==> src/rtl/tick_gen_prog.sv <==
// Runtime-programmable tick generator: main tick every div_reg enabled clocks, cascaded sub_tick
// every sub_reg ticks, periodic or one-shot. Optional square-wave output under TICK_GEN_SQUARE_EN.
module tick_gen_prog #(
  parameter int unsigned CNT_W       = 24,
  parameter int unsigned DIV_DEFAULT = 1000000,
  parameter int unsigned SUB_W       = 8,
  parameter int unsigned SUB_DEFAULT = 100
) (
  input  logic             clk,
  input  logic             reset,
  input  logic             en,
  input  logic             mode,
  input  logic             start,
  input  logic             div_ld,
  input  logic [CNT_W-1:0] div_in,
  input  logic             sub_ld,
  input  logic [SUB_W-1:0] sub_in,
  output logic             tick,
  output logic             sub_tick,
  output logic             busy,
`ifdef TICK_GEN_SQUARE_EN
  output logic             sq_out,
`endif
  output logic [CNT_W-1:0] count
);

  typedef enum logic [0:0] {IDLE = 1'b0, ARMED = 1'b1} state_t;

  state_t             r_state, w_state_nxt;
  logic [CNT_W-1:0]   r_div, w_div_nxt;
  logic [SUB_W-1:0]   r_sub, w_sub_nxt;
  logic [SUB_W-1:0]   r_sub_cnt, w_sub_cnt_nxt;
  logic               r_mode_q;
  logic [CNT_W-1:0]   w_count_nxt;
  logic               w_tick_nxt, w_sub_tick_nxt, w_busy_nxt;
  logic               w_step;
  logic [CNT_W-1:0]   w_div_eff;
  logic [SUB_W-1:0]   w_sub_eff;
  logic               w_term, w_sub_term, w_mode_chg;

  assign w_div_eff  = (r_div == '0) ? CNT_W'(1) : r_div;
  assign w_sub_eff  = (r_sub == '0) ? SUB_W'(1) : r_sub;
  assign w_term     = (count == w_div_eff - CNT_W'(1));
  assign w_sub_term = (r_sub_cnt == w_sub_eff - SUB_W'(1));
  assign w_mode_chg = (mode != r_mode_q);

  // Next-state: loads, then mode change, then start/counting.
  always_comb begin
    w_state_nxt    = r_state;
    w_div_nxt      = r_div;
    w_sub_nxt      = r_sub;
    w_sub_cnt_nxt  = r_sub_cnt;
    w_count_nxt    = count;
    w_tick_nxt     = 1'b0;
    w_sub_tick_nxt = 1'b0;
    w_busy_nxt     = busy;
    w_step         = 1'b0;

    if (div_ld) begin
      w_div_nxt   = div_in;
      w_count_nxt = '0;
    end
    if (sub_ld) begin
      w_sub_nxt     = sub_in;
      w_sub_cnt_nxt = '0;
    end

    if (w_mode_chg) begin
      w_count_nxt = '0;
      w_busy_nxt  = 1'b0;
      w_state_nxt = IDLE;
    end else if (!div_ld) begin
      if (!mode) begin
        w_busy_nxt  = en;
        w_step      = en;
        w_state_nxt = IDLE;
      end else begin
        case (r_state)
          IDLE: begin
            w_count_nxt = '0;
            if (start) begin
              w_state_nxt = ARMED;
              w_busy_nxt  = 1'b1;
            end
          end
          ARMED: begin
            if (start) w_count_nxt = '0;
            else       w_step      = en;
          end
          default: w_state_nxt = IDLE;
        endcase
      end
    end

    if (w_step) begin
      if (w_term) begin
        w_count_nxt = '0;
        w_tick_nxt  = 1'b1;
        if (mode) begin
          w_state_nxt = IDLE;
          w_busy_nxt  = 1'b0;
        end
        // A coincident sub_ld already cleared the sub counter and wins.
        if (!sub_ld) begin
          if (w_sub_term) begin
            w_sub_cnt_nxt  = '0;
            w_sub_tick_nxt = 1'b1;
          end else begin
            w_sub_cnt_nxt = r_sub_cnt + SUB_W'(1);
          end
        end
      end else begin
        w_count_nxt = count + CNT_W'(1);
      end
    end
  end

  always_ff @(posedge clk) begin
    if (!reset) begin
      r_state   <= IDLE;
      r_div     <= CNT_W'(DIV_DEFAULT);
      r_sub     <= SUB_W'(SUB_DEFAULT);
      r_sub_cnt <= '0;
      r_mode_q  <= mode;
      count     <= '0;
      tick      <= 1'b0;
      sub_tick  <= 1'b0;
      busy      <= 1'b0;
    end else begin
      r_state   <= w_state_nxt;
      r_div     <= w_div_nxt;
      r_sub     <= w_sub_nxt;
      r_sub_cnt <= w_sub_cnt_nxt;
      r_mode_q  <= mode;
      count     <= w_count_nxt;
      tick      <= w_tick_nxt;
      sub_tick  <= w_sub_tick_nxt;
      busy      <= w_busy_nxt;
    end
  end

`ifdef TICK_GEN_SQUARE_EN
  // Square wave flips on each tick edge; only reset clears it.
  always_ff @(posedge clk) begin
    if (!reset)          sq_out <= 1'b0;
    else if (w_tick_nxt) sq_out <= ~sq_out;
  end
`endif

endmodule

==> config.mk <==
export PLATFORM = sky130hd
export DESIGN_NAME = tick_gen_prog
export DESIGN_NICKNAME = d
export VERILOG_FILES = /design/src/rtl/tick_gen_prog.sv
export SDC_FILE = /design/constraint.sdc
export NUM_CORES = 1
export LEC_CHECK = 0
export CORE_MARGIN = 3
export CORE_UTILIZATION = 25
export DETAILED_ROUTE_END_ITERATION = 8
export PLACE_DENSITY = 0.45
export SLEW_MARGIN = 10
export SYNTH_ARGS = -nofsm -noshare
export SYNTH_HDL_FRONTEND = slang
export SYNTH_SLANG_ARGS = --single-unit
==> constraint.sdc <==
create_clock -name clk -period 4.25 [get_ports clk]
set_input_delay 1.275 -clock clk [delete_from_list [all_inputs] [get_ports clk]]
set_output_delay 1.275 -clock clk [all_outputs]
set_load 0.01 [all_outputs]
==> qor.yml, run 1 <==
cts.reportedPaths.clkPinSlew_ns: 0.06
rows: 48
power_density_nw_per_um2: 300
wirelength_um: 14200
dp_slack_ns: 0.135
grt_first_pass_wirelength_um: 23100
dr.pass1.iters: 4
final_area_um2: 5850
finalSetupViolCount: 0
synth.yosys.seq_area_share: 0.312
die_w_um: 139
crit_required_ns: 4.48
grt_start_max_net_pins: 36
holdBufCountCts: 0
clock-sinks: 69
io_pins: 66
path_max_fanout: 14
synth_nets: 585
wl_per_cell_um: 16.7
drv_slew: 0
crit_type: "register to register"
ant_nets: 0
synthCells: 542
setup_slack_ns: 0.262
maxSlewHeadroom: 0.429
numCtsBuffers: 9
layout.nets: 663
diodes: 0
async_flop_share: 0
worst_pin_slew_ns: 0.843
gp_congestion: 0.935
viasPerCell: 5.10
tritoncts: "yes"
worstPathArrival_ns: 4.22
area_delta_synth_final_pct: 32.2
drt_first_iter_violations: 240
status: "completed"
seq_area_um2: 1380
irDropWorstVdd_mv: 0.187
max_freq_mhz: 251
finalPower_mw: 1.76
core-area_um2: 17300
ys_ff_latch: 69
ys_types: 63
hpwlAfterDp_um: 10700
multiInputGateArea_um2: 2900
clockRootBuffer: "clkbuf_16"
final-hold-violation-count: 0
placed_area_um2: 5510
die_area_um2: 19400
drive_gt1_frac: 0.110
via_count: 4331
clk_latency_ns: 0.34
period_share: 0.938
tns_ns: 0
fin_skew_ns: 0.00422
gr-usage-all-layers: 0.148
fin_crit_ns: 3.99
fin_cells: 850
synth_area_um2: 4430
critPathLaunchType: "register"
whs_ns: 0.532
total_leakage_power_nw: 2.19
grt_pass1_vias: 4269
synth_flop_cell: "dfxtp_1"
nFillCells: 1819
synth_edf_count: 0
dp.cells: 834
hold_class: "register to register"
ys_warn_count: 0
avgSynthCellArea_um2: 8.17
final_util: 0.338
io_buffers: 65
drv_cap: 0
antenna_found_initial: 0
die_height_um: 139
overflow: 0
cp-end-kind: "register"
htreeDepth: 3
initial_core_util: 0.256
clockBufferDepth: 2
drc: 0
[logic make-up (layout without fill, tap and decap cells)]
logic type / after synthesis / count (layout) / share of synthesized area
muxes: 35 / 35 / 0.0794
AOI/OAI and AO/OA: 95 / 95 / 0.155
DFF: 69 / 69 / 0.312
adders and majority gates: 4 / 4 / 0.0113
and+or+nand+nor: 250 / 250 / 0.314
buffers and inverters: 43 / 126 / 0.0379
xor gates and xnor gates: 46 / 46 / 0.0910
[registers in the layout, indices dropped and copies added, names as in the netlist]
signal / cells
busy: 1
count: 24
r_sub: 8
r_sub_cnt: 8
sub_tick: 1
r_mode_q: 1
tick: 1
r_state: 1
r_div: 24
[power breakdown]
part	leakage (nW)	internal (mW)	total, mW	switching (mW)
Sequential	0.563	0.667	0.687	0.0197
Clock	0.163	0.544	0.835	0.291
Combinational	1.46	0.118	0.233	0.115
[worst max-delay path, cell delays in order (launching register included)]
cell,delay [ns]
dfxtp_1,0.44
or4_1,0.25
nor2_2,0.09
a31oi_1,0.29
ha_2,0.28
nor4b_2,0.25
nand4_1,0.21
a2111o_1,0.42
a22o_1,0.25
or4b_4,0.55
nor4b_4,0.30
buf_6,0.22
nor4_1,0.07
a221o_1,0.27
[synth_stat cells, drive strengths merged (10+ instances only)]
master	instances	area, µm²
nand2	48	180
xnor2	25	219
and3	12	75.1
nand3	25	125
nor4	13	87.6
nor2b	26	163
nor3	18	90.1
o21ai	19	95.1
xor2	21	184
mux2i	34	340
dfxtp	69	1380
nand2b	10	62.6
clkbuf	27	103
nor2	37	139
a21oi	13	65.1
[routing by layer]
layer | vias to the layer above | share of wire | routed length, µm | GRT usage
met2 | 97 | 0.47 | 6710 | 0.243
met4 | 0 | 0.018 | 255 | 0.0443
li1 | 2141 | - | - | -
met1 | 2071 | 0.47 | 6690 | 0.194
met5 | - | 0 | 0 | 0
met3 | 22 | 0.038 | 545 | 0.0314
[placed cells by master, fill, tap and decap left out, types with 13 or more instances in the layout]
cell type	count
nand2_1	48
clkdlybuf4s50_1	64
o21ai_0	19
nand3_1	25
xnor2_1	25
xor2_1	21
nor2b_1	26
dfxtp_1	69
mux2i_1	34
a21oi_1	13
nor3_1	18
buf_4	34
nor2_1	36
[cell type report]
cell class,instances,area share
sequential,69,0.236
timing repair buffer,101,0.159
clock inverter,4,0.0120
multi-input combinational,430,0.495
inverter,9,0.00577
clock buffer,12,0.0438
tap,225,0.0481
[timing repair]
action / CTS / global route
buffers inserted: 0 / 0
resized for setup: 0 / 7
endpoints found under the setup margin: 0 / 35
[final timing paths]
path	start	endpoint	slack (ns)	cells past startpoint
max	r_div[12]$_SDFFE_PN0P_	count[7]$_SDFF_PN0_	0.26	13
min	busy$_SDFF_PN0_	busy$_SDFF_PN0_	0.53	2
max reg2reg	r_div[12]$_SDFFE_PN0P_	count[7]$_SDFF_PN0_	0.26	13
min reg2reg	busy$_SDFF_PN0_	busy$_SDFF_PN0_	0.53	2
Power figures use the tool's default switching activity.
==> run 2: changes to the inputs <==
--- a/config.mk
+++ b/config.mk
@@ -5,10 +5,12 @@
 export SDC_FILE = /design/constraint.sdc
 export NUM_CORES = 1
 export LEC_CHECK = 0
+export CELL_PAD_IN_SITES_DETAIL_PLACEMENT = 1
+export CELL_PAD_IN_SITES_GLOBAL_PLACEMENT = 1
 export CORE_MARGIN = 3
-export CORE_UTILIZATION = 25
+export CORE_UTILIZATION = 37
 export DETAILED_ROUTE_END_ITERATION = 8
-export PLACE_DENSITY = 0.45
+export PLACE_DENSITY = 0.77
 export SLEW_MARGIN = 10
 export SYNTH_ARGS = -nofsm -noshare
 export SYNTH_HDL_FRONTEND = slang
==> run 2 against run 1 <==
Against the previous run:
- clock power shrank 6.6%
- register-to-register slack got worse by 0.03 ns
- total power shrank 3.0%
- global-route usage increased by 8.2 points
- sequential share of layout area grew 0.45 points
- highest routed layer unchanged
- sequential power about the same
- wire length rose by 3.2%
- die area is 31% lower
- via count about the same
- non-clock buffer count unchanged
- flip-flop and latch count stayed put
- largest power group unchanged
- largest cell class unchanged
- clock skew fell by 0.00058 ns
==> qor.yml, run 2 (synthesis results as in run 1) <==
wl_met2_um: 7260
top_regs: "count x24, r_div x24"
grt_pass1_vias: 4600
htreeDepth: 3
irDropWorstVdd_mv: 0.181
post_cts_buffers: 0
wl_met1_um: 6750
topRoutingLayerUsed: "met4"
cpPeakStageDelay_ns: 0.58
drive_gt1_frac: 0.107
drc: 0
clock-sinks: 69
clockRootBuffer: "clkbuf_16"
cp-end-kind: "register"
io_pins: 66
fin_skew_ns: 0.00364
placed_area_um2: 5410
core-area_um2: 11600
cp_common_cell: "buf_4"
final_area_um2: 5750
grt_first_pass_wirelength_um: 24200
fin_cells: 768
final_util: 0.497
numCtsBuffers: 9
antenna_found_initial: 0
ant_nets: 0
rsz0062_at_grt: "false"
io_buffers: 65
die_area_um2: 13300
max_freq_mhz: 249
worstPathArrival_ns: 4.29
tritoncts: "yes"
final-hold-violation-count: 0
grt_start_max_net_pins: 36
initial_core_util: 0.383
fin_crit_ns: 4.02
clk_latency_ns: 0.33
via_count: 4327
ff2ff_setup_slack_ns: 0.23
period_share: 0.945
wl_per_cell_um: 19.1
maxSlewHeadroom: 0.462
diodes: 0
finalSetupViolCount: 0
drv_cap: 0
path_max_fanout: 13
tns_ns: 0
die_w_um: 115
status: "completed"
finalPower_mw: 1.70
area_delta_synth_final_pct: 29.7
crit_required_ns: 4.52
dp_slack_ns: -0.183
wirelength_um: 14700
met3WireLength_um: 475
whs_ns: 0.514
viasPerCell: 5.63
setup_slack_ns: 0.233
crit_type: "register to register"
dr.pass1.iters: 4
cpMaxStageDelayCell: "or4_1"
hpwlAfterDp_um: 11300
power_density_nw_per_um2: 296
critPathLaunchType: "register"
worst_pin_slew_ns: 0.794
total_leakage_power_nw: 2.18
clockBufferDepth: 2
crit_chain: "or4_1, nor2_1, a31oi_2, ha_1, nor4b_2, nand4_1, buf_4, o211ai_1, a22o_1, or4b_4, nor4_2, buf_4, and2_1, a32o_1"
cts.reportedPaths.clkPinSlew_ns: 0.06
gp_congestion: 0.845
die_height_um: 115
overflow: 0
dp.cells: 752
layout_commonest_cell: "dfxtp_1"
gr-usage-all-layers: 0.230
layout.nets: 663
layout_common_cells: "dfxtp_1 (69), clkdlybuf4s50_1 (65), nand2_1 (48), nor2_1 (37), buf_4 (35)"
drv_slew: 0
rows: 39
hold_class: "register to register"
drt_first_iter_violations: 200
run 2: worst paths after layout:
path,start,to,cells after the start
hold reg to reg,busy$_SDFF_PN0_,busy$_SDFF_PN0_,2
setup / recovery,r_div[13]$_SDFFE_PN0P_,r_sub_cnt[3]$_SDFF_PN0_,14
setup reg to reg,r_div[13]$_SDFFE_PN0P_,r_sub_cnt[3]$_SDFF_PN0_,14
hold / removal,busy$_SDFF_PN0_,busy$_SDFF_PN0_,2
run 2: power breakdown:
group | switching, mW | internal, mW
logic | 0.116 | 0.117
registers | 0.0223 | 0.667
clock network | 0.279 | 0.501
run 2: layer usage:
metal  global-route usage  vias up
met5                    0        -
met4               0.0540        0
met2                0.402       67
met3               0.0371       16
met1                0.297     2107
li1                     -     2137
run 2: critical path, delay by kind of cell (launching register included):
family,cells,cell delay (ns)
simple gates,7,2.22
compound gates,4,0.71
buf+inv,2,0.40
flops,1,0.36
fa+ha+maj,1,0.28
run 2: layout make-up:
| cell class | instances | area (µm²) |
|---|---|---|
| clock inverters | 3 | 42.5 |
| multi-input cells | 430 | 2910 |
| inverters | 9 | 33.8 |
| fillers | 1371 | 5820 |
| flip-flops and latches | 69 | 1380 |
| repair buffers | 101 | 933 |
| clock buffers | 13 | 270 |
| well taps | 143 | 179 |
run 2: what timing repair did:
action	in CTS	in global routing
endpoints found under the setup margin	2	26
endpoints found under the hold margin	0	0
gates resized for setup	2	3
hold buffers	0	0
